**src/rtl/serial_parallel_pkg.sv**
```systemverilog
// Shared types and constants for the serial link deserializer.
// COMMA_K285 matches the idle symbol emitted by the transmit serializer.
package serial_parallel_pkg;

  localparam int unsigned WORD_W = 8;

  localparam logic [WORD_W-1:0] COMMA_K285 = 8'hBC;

  typedef enum logic [1:0] {
    SEARCH,
    LOCK,
    ACTIVE
  } state_e;

endpackage

```
**src/rtl/serial_comma_shift.sv**
```systemverilog
// MSB-first shift register with a comma detector on the next-state window,
// so a comma is seen on the same edge that samples its last bit.
module serial_comma_shift
  import serial_parallel_pkg::*;
#(
  parameter logic [WORD_W-1:0] COMMA = COMMA_K285
) (
  input  logic              clk,
  input  logic              reset,
  input  logic              data_in_serial,
  output logic [WORD_W-1:0] nsr,
  output logic              comma_hit
);

  logic [WORD_W-1:0] sr_q;

  assign nsr       = {sr_q[WORD_W-2:0], data_in_serial};
  assign comma_hit = (nsr == COMMA);

  always_ff @(posedge clk) begin
    if (reset) begin
      sr_q <= '0;
    end else begin
      sr_q <= nsr;
    end
  end

endmodule

```
**src/rtl/serial_parallel.sv**
```systemverilog
// Receive deserializer: hunts for comma alignment, locks after LOCK_COUNT
// aligned commas, then emits data words with a valid flag (commas are idle).
module serial_parallel
  import serial_parallel_pkg::*;
#(
  parameter logic [WORD_W-1:0] COMMA      = COMMA_K285,
  parameter int unsigned       LOCK_COUNT = 4
) (
  input  logic              clk,
  input  logic              reset,
  input  logic              data_in_serial,
  output logic [WORD_W-1:0] data_out_8b,
  output logic              valid_out,
  output logic              word_tick,
  output logic              active
);

  localparam logic [3:0] LockCnt = 4'(LOCK_COUNT);

  state_e            state_q, state_d;
  logic [2:0]        bit_cnt_q, bit_cnt_d;
  logic [3:0]        comma_cnt_q, comma_cnt_d;
  logic [WORD_W-1:0] data_q, data_d;
  logic              valid_q, valid_d;
  logic              tick_q, tick_d;

  logic [WORD_W-1:0] nsr;
  logic              comma_hit;
  logic              boundary;

  serial_comma_shift #(
    .COMMA(COMMA)
  ) u_shift (
    .clk           (clk),
    .reset         (reset),
    .data_in_serial(data_in_serial),
    .nsr           (nsr),
    .comma_hit     (comma_hit)
  );

  assign boundary = (bit_cnt_q == 3'd7);

  always_comb begin
    state_d     = state_q;
    bit_cnt_d   = bit_cnt_q + 3'd1;
    comma_cnt_d = comma_cnt_q;
    data_d      = data_q;
    valid_d     = valid_q;
    tick_d      = 1'b0;

    unique case (state_q)
      SEARCH: begin
        // Compared every bit so any alignment offset is found.
        bit_cnt_d = '0;
        if (comma_hit) begin
          comma_cnt_d = 4'd1;
          state_d     = (LockCnt == 4'd1) ? ACTIVE : LOCK;
        end
      end
      LOCK: begin
        if (boundary) begin
          if (!comma_hit) begin
            state_d     = SEARCH;
            comma_cnt_d = '0;
          end else begin
            comma_cnt_d = comma_cnt_q + 4'd1;
            if (comma_cnt_q + 4'd1 == LockCnt) begin
              state_d = ACTIVE;
            end
          end
        end
      end
      ACTIVE: begin
        if (boundary) begin
          tick_d  = 1'b1;
          valid_d = !comma_hit;
          if (!comma_hit) begin
            data_d = nsr;
          end
        end
      end
      default: begin
        state_d = SEARCH;
      end
    endcase
  end

  always_ff @(posedge clk) begin
    if (reset) begin
      state_q     <= SEARCH;
      bit_cnt_q   <= '0;
      comma_cnt_q <= '0;
      data_q      <= '0;
      valid_q     <= 1'b0;
      tick_q      <= 1'b0;
    end else begin
      state_q     <= state_d;
      bit_cnt_q   <= bit_cnt_d;
      comma_cnt_q <= comma_cnt_d;
      data_q      <= data_d;
      valid_q     <= valid_d;
      tick_q      <= tick_d;
    end
  end

  assign data_out_8b = data_q;
  assign valid_out   = valid_q;
  assign word_tick   = tick_q;
  assign active      = (state_q == ACTIVE);

endmodule

```
**config.mk**
```make
export PLATFORM = sky130hd
export DESIGN_NAME = serial_parallel
export DESIGN_NICKNAME = d
export VERILOG_FILES = /design/src/rtl/serial_parallel_pkg.sv /design/src/rtl/serial_comma_shift.sv /design/src/rtl/serial_parallel.sv
export SDC_FILE = /design/constraint.sdc
export NUM_CORES = 1
export LEC_CHECK = 0
export BUFFER_PORTS_ARGS = -buffer_cell sky130_fd_sc_hd__buf_2
export CORE_UTILIZATION = 30
export DETAILED_ROUTE_END_ITERATION = 8
export HOLD_SLACK_MARGIN = 0.02
export PLACE_DENSITY = 0.48
export SLEW_MARGIN = 20
export SYNTH_ARGS = -nofsm -noshare
export SYNTH_HDL_FRONTEND = slang
export SYNTH_SLANG_ARGS = --single-unit
```
**constraint.sdc**
```tcl
create_clock -name clk -period 2.7 [get_ports clk]
set_input_delay 0 -clock clk [delete_from_list [all_inputs] [get_ports clk]]
set_output_delay 0 -clock clk [all_outputs]
set_load 0.005 [all_outputs]
```
==> out/metrics.yaml, run 1 <==
status: "complete, no violations"
slew_headroom_pct: 70.4
hold-path-cell-count: 2
async_flop_share_pct: 0
power_mw: 0.643
fin_crit_ns: 1.70
synth_edf_count: 0
num-fill-cells: 357
die_x_microns: 62.9
crit_type: "flop to flop"
synth_common_cells: "26 x dfxtp_1, 15 x nor2_1, 8 x nor2b_1"
max_cap_viol_count: 0
path_cells: "ha_1 -> ha_1 -> nand3b_4 -> a21oi_4 -> mux2i_1 -> nor2_1"
finalHoldViolations: 0
num_vias: 831
drc: 0
synth_nets: 121
syn_avg_cell_area_sq_um: 9.75
final_antenna_net_count: 0
clockBufferDepth: 2
cts_sinks: 26
tns_ns: 0
finalNetCount: 135
grt_max_degree: 26
tightest_slew_ns: 0.445
vdd_drop_max_mv: 0.334
post-route-period-util_pct: 63.1
dr.pass1.iters: 4
grt_pass1_vias: 813
ys_ff_latch: 26
cts-root-buf: "clkbuf_8"
path_clk_slew_ns: 0.08
holdPathEnd: "data_out_8b[1]$_SDFFE_PP0P_"
ff2ff_path_depth: 6
rrSetupSlack_ns: 1.0
final_util_pct: 36.9
cp.depth: 6
wirelength_microns: 2120
yosys.area.top_type: "dfxtp_1"
finalNonFillerCells: 173
grt_pass1_wl_microns: 3670
cp_common_cell: "ha_1"
gp_congestion: 0.777
drtIter0Drc: 22
io-pin-count: 14
min-delay-path-class: "input pin to flop"
regArea_sq_um: 520
cts_tree: "built"
areaGrowthSynthToFinish_pct: 14.4
post_drt_wl_per_cell_microns: 12.2
rows: 21
via_per_inst: 4.80
synth_top_cell_area_share_pct: 46.8
critPathCaptureType: "flop"
critical_path.top_delay_family: "adder cells"
whs_ns: 0.159
critPathRequiredTime_ns: 2.85
cp.arrival_ns: 1.85
yosysMostFrequentCell: "dfxtp_1"
finClkSkew_ns: 0.00299
critPathBufInv: 0
htree_levels: 1
fmax_mhz: 587
port_buffers: 13
die-area_sq_mm: 0.00395
r2r-start: "bit_cnt_q[0]$_SDFF_PP0_"
synth_flop_cell: "dfxtp_1"
synth_area_leaders: "dfxtp_1 47%, mux2i_1 6.3%, nor2_1 5.1%"
worstHoldStart: "reset"
slew_violations: 0
drive_above_1_share_pct: 17.3
core_sq_mm: 0.00344
insertion_delay_ns: 0.26
cp_max_fo: 8
antenna_found_initial: 0
rsz0062_at_grt: "false"
die_h_microns: 62.9
ys_warn_count: 0
crit_start: "bit_cnt_q[0]$_SDFF_PP0_"
finalSetupViolations: 0
multi_input_area_sq_um: 552
r2r_end: "data_out_8b[1]$_SDFFE_PP0P_"
slowest_stage: "dfxtp_1"
hpwl_microns: 1530
cpPeakStageDelay_ns: 0.34
dpl.cell_count: 168
globalRoute.totalOverflow: 0
synthCells: 114
cellPowerDensity_mw_per_mm2: 506
antenna_cells: 0
synth_area_sq_mm: 0.00111
start_util_pct: 32.3
grt_use_total_pct: 11.8
synth_cell_types: 37
seq_area_frac_synth_pct: 46.8
power.leakage_nw: 0.535
critPathLaunchType: "flop"
numCtsBuffers: 3
placed cells by master (no fill, tap or decap), types with 3 or more instances in the layout:
cell type / instances
nand2b_1: 3
a21oi_1: 5
nand3_1: 3
dfxtp_1: 26
nor2b_1: 8
ha_1: 4
buf_2: 13
inv_1: 3
mux2i_1: 7
nand2_1: 4
clkbuf_8: 4
nor2_1: 15
nor3_1: 4
o21ai_0: 4
and2_1: 3
how the worst max path moves through the flow:
stage	end	slack, ns
3_5_place_dp	data_out_8b[2]$_SDFFE_PP0P_	1.00
2_1_floorplan	data_out_8b[1]$_SDFFE_PP0P_	1.21
3_3_place_gp	data_out_8b[4]$_SDFFE_PP0P_	1.07
4_1_cts	data_out_8b[3]$_SDFFE_PP0P_	0.98
5_1_grt	data_out_8b[7]$_SDFFE_PP0P_	0.85
6_report	data_out_8b[1]$_SDFFE_PP0P_	1.0
worst reg2reg max path, stage by stage (launching register included):
cell,delay [ns]
dfxtp_1,0.34
ha_1,0.15
ha_1,0.33
nand3b_4,0.15
a21oi_4,0.33
mux2i_1,0.24
nor2_1,0.05
power breakdown:
| part | internal [mW] | total (mW) | switching (mW) |
|---|---|---|---|
| logic | 0.00457 | 0.0123 | 0.00773 |
| clock network | 0.130 | 0.243 | 0.113 |
| registers | 0.385 | 0.388 | 0.00240 |
cell type report:
type,count,area share (%)
sequential,26,40.9
tap,46,4.53
clock buffer,4,4.33
inverter,3,0.886
timing repair buffer,14,5.91
multi-input combinational,80,43.4
flip-flops by register name (all words and copies together) (netlist names):
register and cells:
bit_cnt_q 3, word_tick 1, valid_out 1, comma_cnt_q 4
u_shift.sr_q 7, data_out_8b 8, state_q 2
per-layer routing:
metal | GRT usage (%) | up-vias | part of all wire, %
li1 | - | 425 | -
met1 | 14.7 | 389 | 51
met2 | 18.6 | 13 | 45
met3 | 3.28 | 4 | 2.7
met4 | 5.52 | 0 | 1.3
met5 | 0 | - | 0
through the flow:
step	cell area [sq um]	worst slack [ns]
finish	1270	0.998
global route	1270	0.853
CTS	1270	0.980
detailed placement	1210	1.00
global placement	1210	1.07
floorplan	1110	1.21
cell families (layout without fill, tap and decap cells):
kind of cell	after synthesis	after routing	synth area share (%)
adder cells (fa/ha/maj)	4	4	4.50
multiplexers	7	7	6.31
flip-flops	26	26	46.8
AO/OA/AOI/OAI	19	19	12.2
buffers and inverters	8	21	3.49
AND/OR/NAND/NOR	50	50	26.7
timing repair:
item | in CTS | in global routing
resized for setup | 0 | 0
endpoints found under the hold margin | 2 | 0
hold buffers | 1 | 0
buffers inserted | 0 | 0
(Power assumes the default switching activity.)
==> run 2, diff against run 1 <==
ABC_AREA = 1   (was unset)
PLACE_DENSITY = 0.49   (was 0.48)
clock period = 1.5 ns   (was 2.7 ns; I/O delays follow)
==> run 2 against run 1 <==
Clock power up 53%. Cell count up 20%. Final area up 6.1%. First-iteration DRC count up 68%. Flip-flop and latch count unchanged. Register-to-register slack worse by 0.85 ns. Total power up 70%. Maximum frequency up 26%. Combinational power up 130%. Wire length down 2.0%. Critical path depth up 1. Count of clock-buffer cells in the layout down 1. Critical path type unchanged.
==> out/metrics.yaml, run 2 <==
status: "complete, no violations"
drive_above_1_share_pct: 23.8  # +6.4 points
antenna_found_initial: 0  # unchanged
rsz0062_at_grt: "false"
path_clk_slew_ns: 0.08  # about the same
synth_area_leaders: "dfxtp_1 45%, nand2_1 9.0%, nor2_1 5.8%"
drt-met1-wl_microns: 975  # -10%
grt_use_total_pct: 11.4  # -0.33 points
slew_headroom_pct: 80.7  # +10 points
critPathCaptureType: "flop"
synth_area_sq_mm: 0.00116  # +4.6%
synth_nets: 150  # +24%
final_common_cell: "nand2_1"
cts_sinks: 26  # unchanged
p_clk_share_pct: 33.9  # -3.9 points
critPathBufInv: 1  # +1
insertion_delay_ns: 0.26  # about the same
switching_share_pct: 19.4  # +0.24 points
via_per_inst: 4.33  # -9.9%
die_x_microns: 64.2  # +2.2%
final_cell_mix: "28 x nand2_1, 26 x dfxtp_1, 18 x nor2_1"
cp_max_fo: 9  # +1
finalNetCount: 169  # +25%
synth_edf_count: 0  # unchanged
yosys.area.top_type: "dfxtp_1"
largest_register_ffs: 8  # unchanged
fin_area_sq_mm: 0.00135  # +6.1%
min-delay-path-class: "flop to flop"
fin_crit_ns: 1.35  # -0.352 ns
cpPeakStageDelay_ns: 0.34  # about the same
yosysMostFrequentCell: "nand2_1"
worstHoldStart: "bit_cnt_q[0]$_SDFF_PP0_"
critPathLaunchType: "flop"
synth_common_cells: "28 x nand2_1, 26 x dfxtp_1, 18 x nor2_1"
dpl-instance-area_sq_mm: 0.00129  # +6.7%
cp_common_cell: "ha_1"
power_mw: 1.09  # +70%
port_buffers: 13  # unchanged
post_drt_wl_per_cell_microns: 9.98  # -19%
drc: 0  # unchanged
num_vias: 900  # +8.3%
ys_ff_latch: 26  # unchanged
die-area_sq_mm: 0.00413  # +4.5%
wirelength_microns: 2080  # -2.0%
seqPwrFrac_pct: 63.6  # +3.3 points
syn_avg_cell_area_sq_um: 8.13  # -17%
cp.arrival_ns: 1.50  # -0.35 ns
post-route-period-util_pct: 90.1  # +27 points
r2r-start: "bit_cnt_q[0]$_SDFF_PP0_"
highest_layer: "met4"
wl_met3_microns: 62  # +8.8%
synth_top_cell_area_share_pct: 44.8  # -2.1 points
drtIter0Drc: 37  # +68%
finalHoldViolations: 0  # unchanged
htree_levels: 1  # unchanged
globalRoute.totalOverflow: 0  # unchanged
tns_ns: 0  # unchanged
start_util_pct: 31.5  # -0.77 points
pwr-share-comb_pct: 2.5  # +0.6 points
rows: 22  # +4.8%
slew_violations: 0  # unchanged
synth_cell_types: 24  # -35%
fmax_mhz: 740  # +26%
io-pin-count: 14  # unchanged
cellPowerDensity_mw_per_mm2: 812  # +60%
synth_flop_cell: "dfxtp_1"
hpwl_microns: 1630  # +6.5%
core_sq_mm: 0.00369  # +7.2%
finalSetupViolations: 0  # unchanged
gp_congestion: 0.790  # +1.7%
path_cells: "ha_1 -> ha_1 -> inv_1 -> nor2_8 -> nand2_4 -> nand2_1 -> a21oi_1"
areaGrowthSynthToFinish_pct: 16.0
seq_area_frac_synth_pct: 44.8  # -2.1 points
critical_path.top_delay_family: "simple AND/OR/NAND/NOR gates"
power.leakage_nw: 0.585  # +9.5%
power_switching_mw: 0.212  # +72%
critPathRequiredTime_ns: 1.65  # -1.20 ns
grt_pass1_wl_microns: 3730  # +1.7%
final_antenna_net_count: 0  # unchanged
synthCells: 143  # +25%
tightest_slew_ns: 0.290  # -0.155 ns
die_h_microns: 64.2  # +2.2%
wl_met2_microns: 1030  # +8.4%
antenna_cells: 0  # unchanged
clockBufferDepth: 2  # unchanged
crit_start: "bit_cnt_q[0]$_SDFF_PP0_"
cts_setup_buffers: 0  # unchanged
grt_max_degree: 17  # -35%
dr.pass1.iters: 4  # unchanged
async_flop_share_pct: 0  # unchanged
crit_type: "flop to flop"
p_int_mw: 0.883  # +70%
max_cap_viol_count: 0  # unchanged
cts-root-buf: "clkbuf_8"
vdd_drop_max_mv: 0.465  # +39%
grt_pass1_vias: 877  # +7.9%
numCtsBuffers: 3  # unchanged
cts_tree: "built"
ys_warn_count: 0  # unchanged
slowest_stage: "dfxtp_1"
finClkSkew_ns: 0.00193  # -0.00106 ns
run 2: cell types whose count changed after synthesis, moves of 4 or more:
cell     delta
nand2_1    +24
nor2_4      +4
inv_1      +14
nor2b_1     -8
nand3_1     +6
mux2i_1     -7
run 2: final cells by class:
cell class | count | area [sq um]
tap | 48 | 60.1
multi-input combinational | 95 | 556
sequential | 26 | 520
inverter | 20 | 78.8
clock buffer | 3 | 41.3
timing repair buffer | 16 | 92.6
fill | 416 | 2340
run 2: worst paths after layout:
check                                     end  slack [ns]  cells past startpoint
setup / recovery  data_out_8b[5]$_SDFFE_PP0P_        0.15                      7
hold / removal        bit_cnt_q[0]$_SDFF_PP0_        0.44                      1
setup reg to reg  data_out_8b[5]$_SDFFE_PP0P_        0.15                      7
hold reg to reg       bit_cnt_q[0]$_SDFF_PP0_        0.44                      1
run 2: power by group through the flow:
stage,Sequential [mW],Clock [mW],Combinational (mW)
3_3_place_gp,0.713,0,0.0244
2_1_floorplan,0.712,0,0.0156
3_5_place_dp,0.713,0,0.0242
5_1_grt,0.697,0.418,0.0322
6_report,0.696,0.371,0.0278
4_1_cts,0.696,0.392,0.0284
run 2: layer usage:
layer  track usage [%]  vias to the layer above
met1              13.9                      407
met2              20.1                       10
li1                  -                      481
met4              2.50                        0
met5                 0                        -
met3              2.86                        2
run 2: timing repair:
item | 4_1_cts | 5_1_grt
gates resized for setup | 0 | 0
setup endpoints to repair | 0 | 2
hold buffers | 2 | 0
hold endpoints to repair | 5 | 0
run 2: cell families after synthesis:
family,after synthesis,share of synthesized area [%]
simple gates,75,36.0
flops,26,44.8
buf+inv,22,7.43
compound gates,16,7.53
fa+ha+maj,4,4.31
run 2: metrics by stage:
step           setup WS [ns]  utilization [%]  hold WS (ns)  std cells
2_1_floorplan          0.278                -         0.111        143
3_3_place_gp           0.183             34.9         0.222        203
3_5_place_dp           0.113             34.9         0.225        203
4_1_cts                0.100             36.6         0.445        208
5_1_grt               0.0139             36.6         0.469        208
6_report               0.149             36.6         0.440        208
==> run 3, diff against run 2 <==
BUFFER_PORTS_ARGS = unset   (was -buffer_cell sky130_fd_sc_hd__buf_2)
DONT_BUFFER_PORTS = 1   (was unset)
PLACE_DENSITY = 0.46   (was 0.49)
SYNTH_HIERARCHICAL = 1   (was unset)
==> run 3 against run 2 <==
Combinational power decreased by 19%. Flip-flop and latch count unchanged. Clock power up 30%. Non-clock buffer count down 13. Final area down 11%. Wire length decreased by 4.6%. First-iteration DRC count fell by 22%. Critical path type unchanged. Largest cell class is now registers. Highest routed layer unchanged.
==> out/metrics.yaml, run 3 <==
num_vias: 828  # -8.0%
path_clk_slew_ns: 0.14  # +0.06 ns
status: "complete, no violations"
globalRoute.totalOverflow: 0  # unchanged
final_util_pct: 35.4  # -1.2 points
rows: 21  # -4.5%
place_ws_ns: 0.142  # +0.0291 ns
crit_type: "flop to flop"
port_buffers: 0  # -13
drtIter0Drc: 29  # -22%
via_per_inst: 4.40  # +1.8%
core_sq_mm: 0.00339  # -8.1%
die-area_sq_mm: 0.00383  # -7.2%
fin_crit_ns: 1.35  # -0.00384 ns
io-pin-count: 14  # unchanged
seq_area_frac_synth_pct: 48.4  # +3.6 points
fin_ws_ns: 0.153  # +0.00384 ns
dpl.cell_count: 182  # -10%
grt_pass1_wl_microns: 3320  # -11%
async_flop_share_pct: 0  # unchanged
insertion_delay_ns: 0.32  # +0.06 ns
critPathCaptureType: "flop"
synthCells: 138  # -3.5%
clockBufferDepth: 2  # unchanged
slew_headroom_pct: 59.7  # -21 points
cts_tree: "built"
vdd_drop_max_mv: 0.530  # +14%
final_antenna_net_count: 0  # unchanged
slew_violations: 0  # unchanged
whs_ns: 0.0760  # -0.364 ns
start_util_pct: 31.7  # +0.23 points
tightest_slew_ns: 0.603  # +0.313 ns
finalHoldViolations: 0  # unchanged
power.leakage_nw: 0.519  # -11%
grt_max_degree: 16  # -1
synth_top_cell_area_share_pct: 48.4  # +3.6 points
syn_avg_cell_area_sq_um: 7.80  # -4.1%
largest_register_ffs: 8  # unchanged
finalNetCount: 150  # -11%
die_h_microns: 61.9  # -3.7%
critPathRequiredTime_ns: 1.74  # +0.09 ns
fmax_mhz: 742  # +0.28%
dpl-instance-area_sq_mm: 0.00112  # -13%
htree_levels: 1  # unchanged
critPathLaunchType: "flop"
tns_ns: 0  # unchanged
grt_pass1_vias: 752  # -14%
cts_sinks: 26  # unchanged
dr.pass1.iters: 4  # unchanged
final_common_cell: "nor2_1"
finalSetupViolations: 0  # unchanged
cts-root-buf: "clkbuf_4"
antenna_cells: 0  # unchanged
die_x_microns: 61.9  # -3.7%
yosys.area.top_type: "dfxtp_1"
cellPowerDensity_mw_per_mm2: 1000  # +24%
finClkSkew_ns: 0.00147  # -0.000461 ns
fin_area_sq_mm: 0.00120  # -11%
areaGrowthSynthToFinish_pct: 11.4
power_mw: 1.20  # +9.9%
hpwl_microns: 1410  # -14%
post-route-period-util_pct: 89.8  # -0.26 points
wirelength_microns: 1980  # -4.6%
synth_cell_types: 22  # -8.3%
ys_ff_latch: 26  # unchanged
rsz0062_at_grt: "false"
final_cell_mix: "29 x nor2_1, 26 x dfxtp_1, 17 x nand2_1"
yosysMostFrequentCell: "nor2_1"
cp_max_fo: 5  # -4
synth_area_sq_mm: 0.00108  # -7.4%
drive_above_1_share_pct: 13.4  # -10 points
numCtsBuffers: 3  # unchanged
gp_congestion: 0.791  # +0.11%
synth_common_cells: "30 x nor2_1, 26 x dfxtp_1, 17 x nand2_1"
synth_nets: 145  # -3.3%
post_drt_wl_per_cell_microns: 10.5  # +5.5%
max_cap_viol_count: 0  # unchanged
antenna_found_initial: 0  # unchanged
min-delay-path-class: "input pin to flop"
cp.arrival_ns: 1.58  # +0.08 ns
num-fill-cells: 369  # -11%
synth_flop_cell: "dfxtp_1"
grt_use_total_pct: 12.0  # +0.57 points
finalNonFillerCells: 188  # -9.6%
cts_setup_buffers: 0  # unchanged
ys_warn_count: 6  # +6
synth_edf_count: 0  # unchanged
drc: 0  # unchanged
synth_area_leaders: "dfxtp_1 48%, nor2_1 10%, nand2_1 5.9%"
[run 3: cell count changes after synthesis, moves of 2 or more]
cell      before  now
o21ai_1        1    4
nand2_4        3    0
nand3_1        9    6
clkbuf_1       2    0
nor2_1        18   30
nand3_2        3    0
o21ai_0        5    9
nor2_4         4    0
nor2_2         1    3
inv_2          1    3
nand2_1       28   17
a21oi_1        8    5
[run 3: cell type report]
type	instances	area [sq um]	area share, %
clock buffer	3	22.5	1.88
clock inverter	1	30.0	2.51
inverter	20	77.6	6.47
multi-input combinational	89	463	38.6
sequential	26	520	43.4
tap	46	57.6	4.80
timing repair buffer	3	27.5	2.30
[run 3: report_power, final]
group	internal, mW	switching [mW]	total (mW)
Clock	0.270	0.213	0.483
Sequential	0.695	0.00296	0.698
Combinational	0.00704	0.0153	0.0224
Total	0.972	0.231	1.20
[run 3: final timing paths]
check	from	end	slack, ns	cells after the start
worst min register to register	bit_cnt_q[0]$_SDFF_PP0_	bit_cnt_q[0]$_SDFF_PP0_	0.45	1
worst max register to register	bit_cnt_q[0]$_SDFF_PP0_	comma_cnt_q[1]$_SDFFE_PP0P_	0.15	7
worst min-delay path	data_in_serial	state_q[1]$_SDFFE_PP0P_	0.08	7
worst max-delay path	bit_cnt_q[0]$_SDFF_PP0_	comma_cnt_q[1]$_SDFFE_PP0P_	0.15	7
[run 3: repair_timing]
action                     4_1_cts  5_1_grt
hold buffers                     2        0
setup endpoints to repair        0        5
hold endpoints to repair        20        0
resized for setup                0        1
[run 3: critical path: stages (launching register included)]
cell,delay [ns]
dfxtp_1,0.36
ha_1,0.16
ha_1,0.19
inv_1,0.11
o21ai_4,0.21
inv_2,0.06
a21oi_1,0.11
nor2_1,0.05
[run 3: layer usage]
layer / global-route usage, % / share of wire, %
met1: 14.8 / 49
met2: 20.9 / 46
met3: 3.93 / 3.4
met4: 1.90 / 0.81
met5: 0 / 0
[run 3: logic make-up (layout without fill, tap and decap cells)]
logic type                 count (synthesis)  after routing  share of synthesized area [%]
and+or+nand+nor                           65             65                           27.4
DFF                                       26             26                           48.4
buffers and inverters                     23             27                           8.84
AOI/OAI and AO/OA                         20             20                           10.7
adders and majority gates                  4              4                           4.65
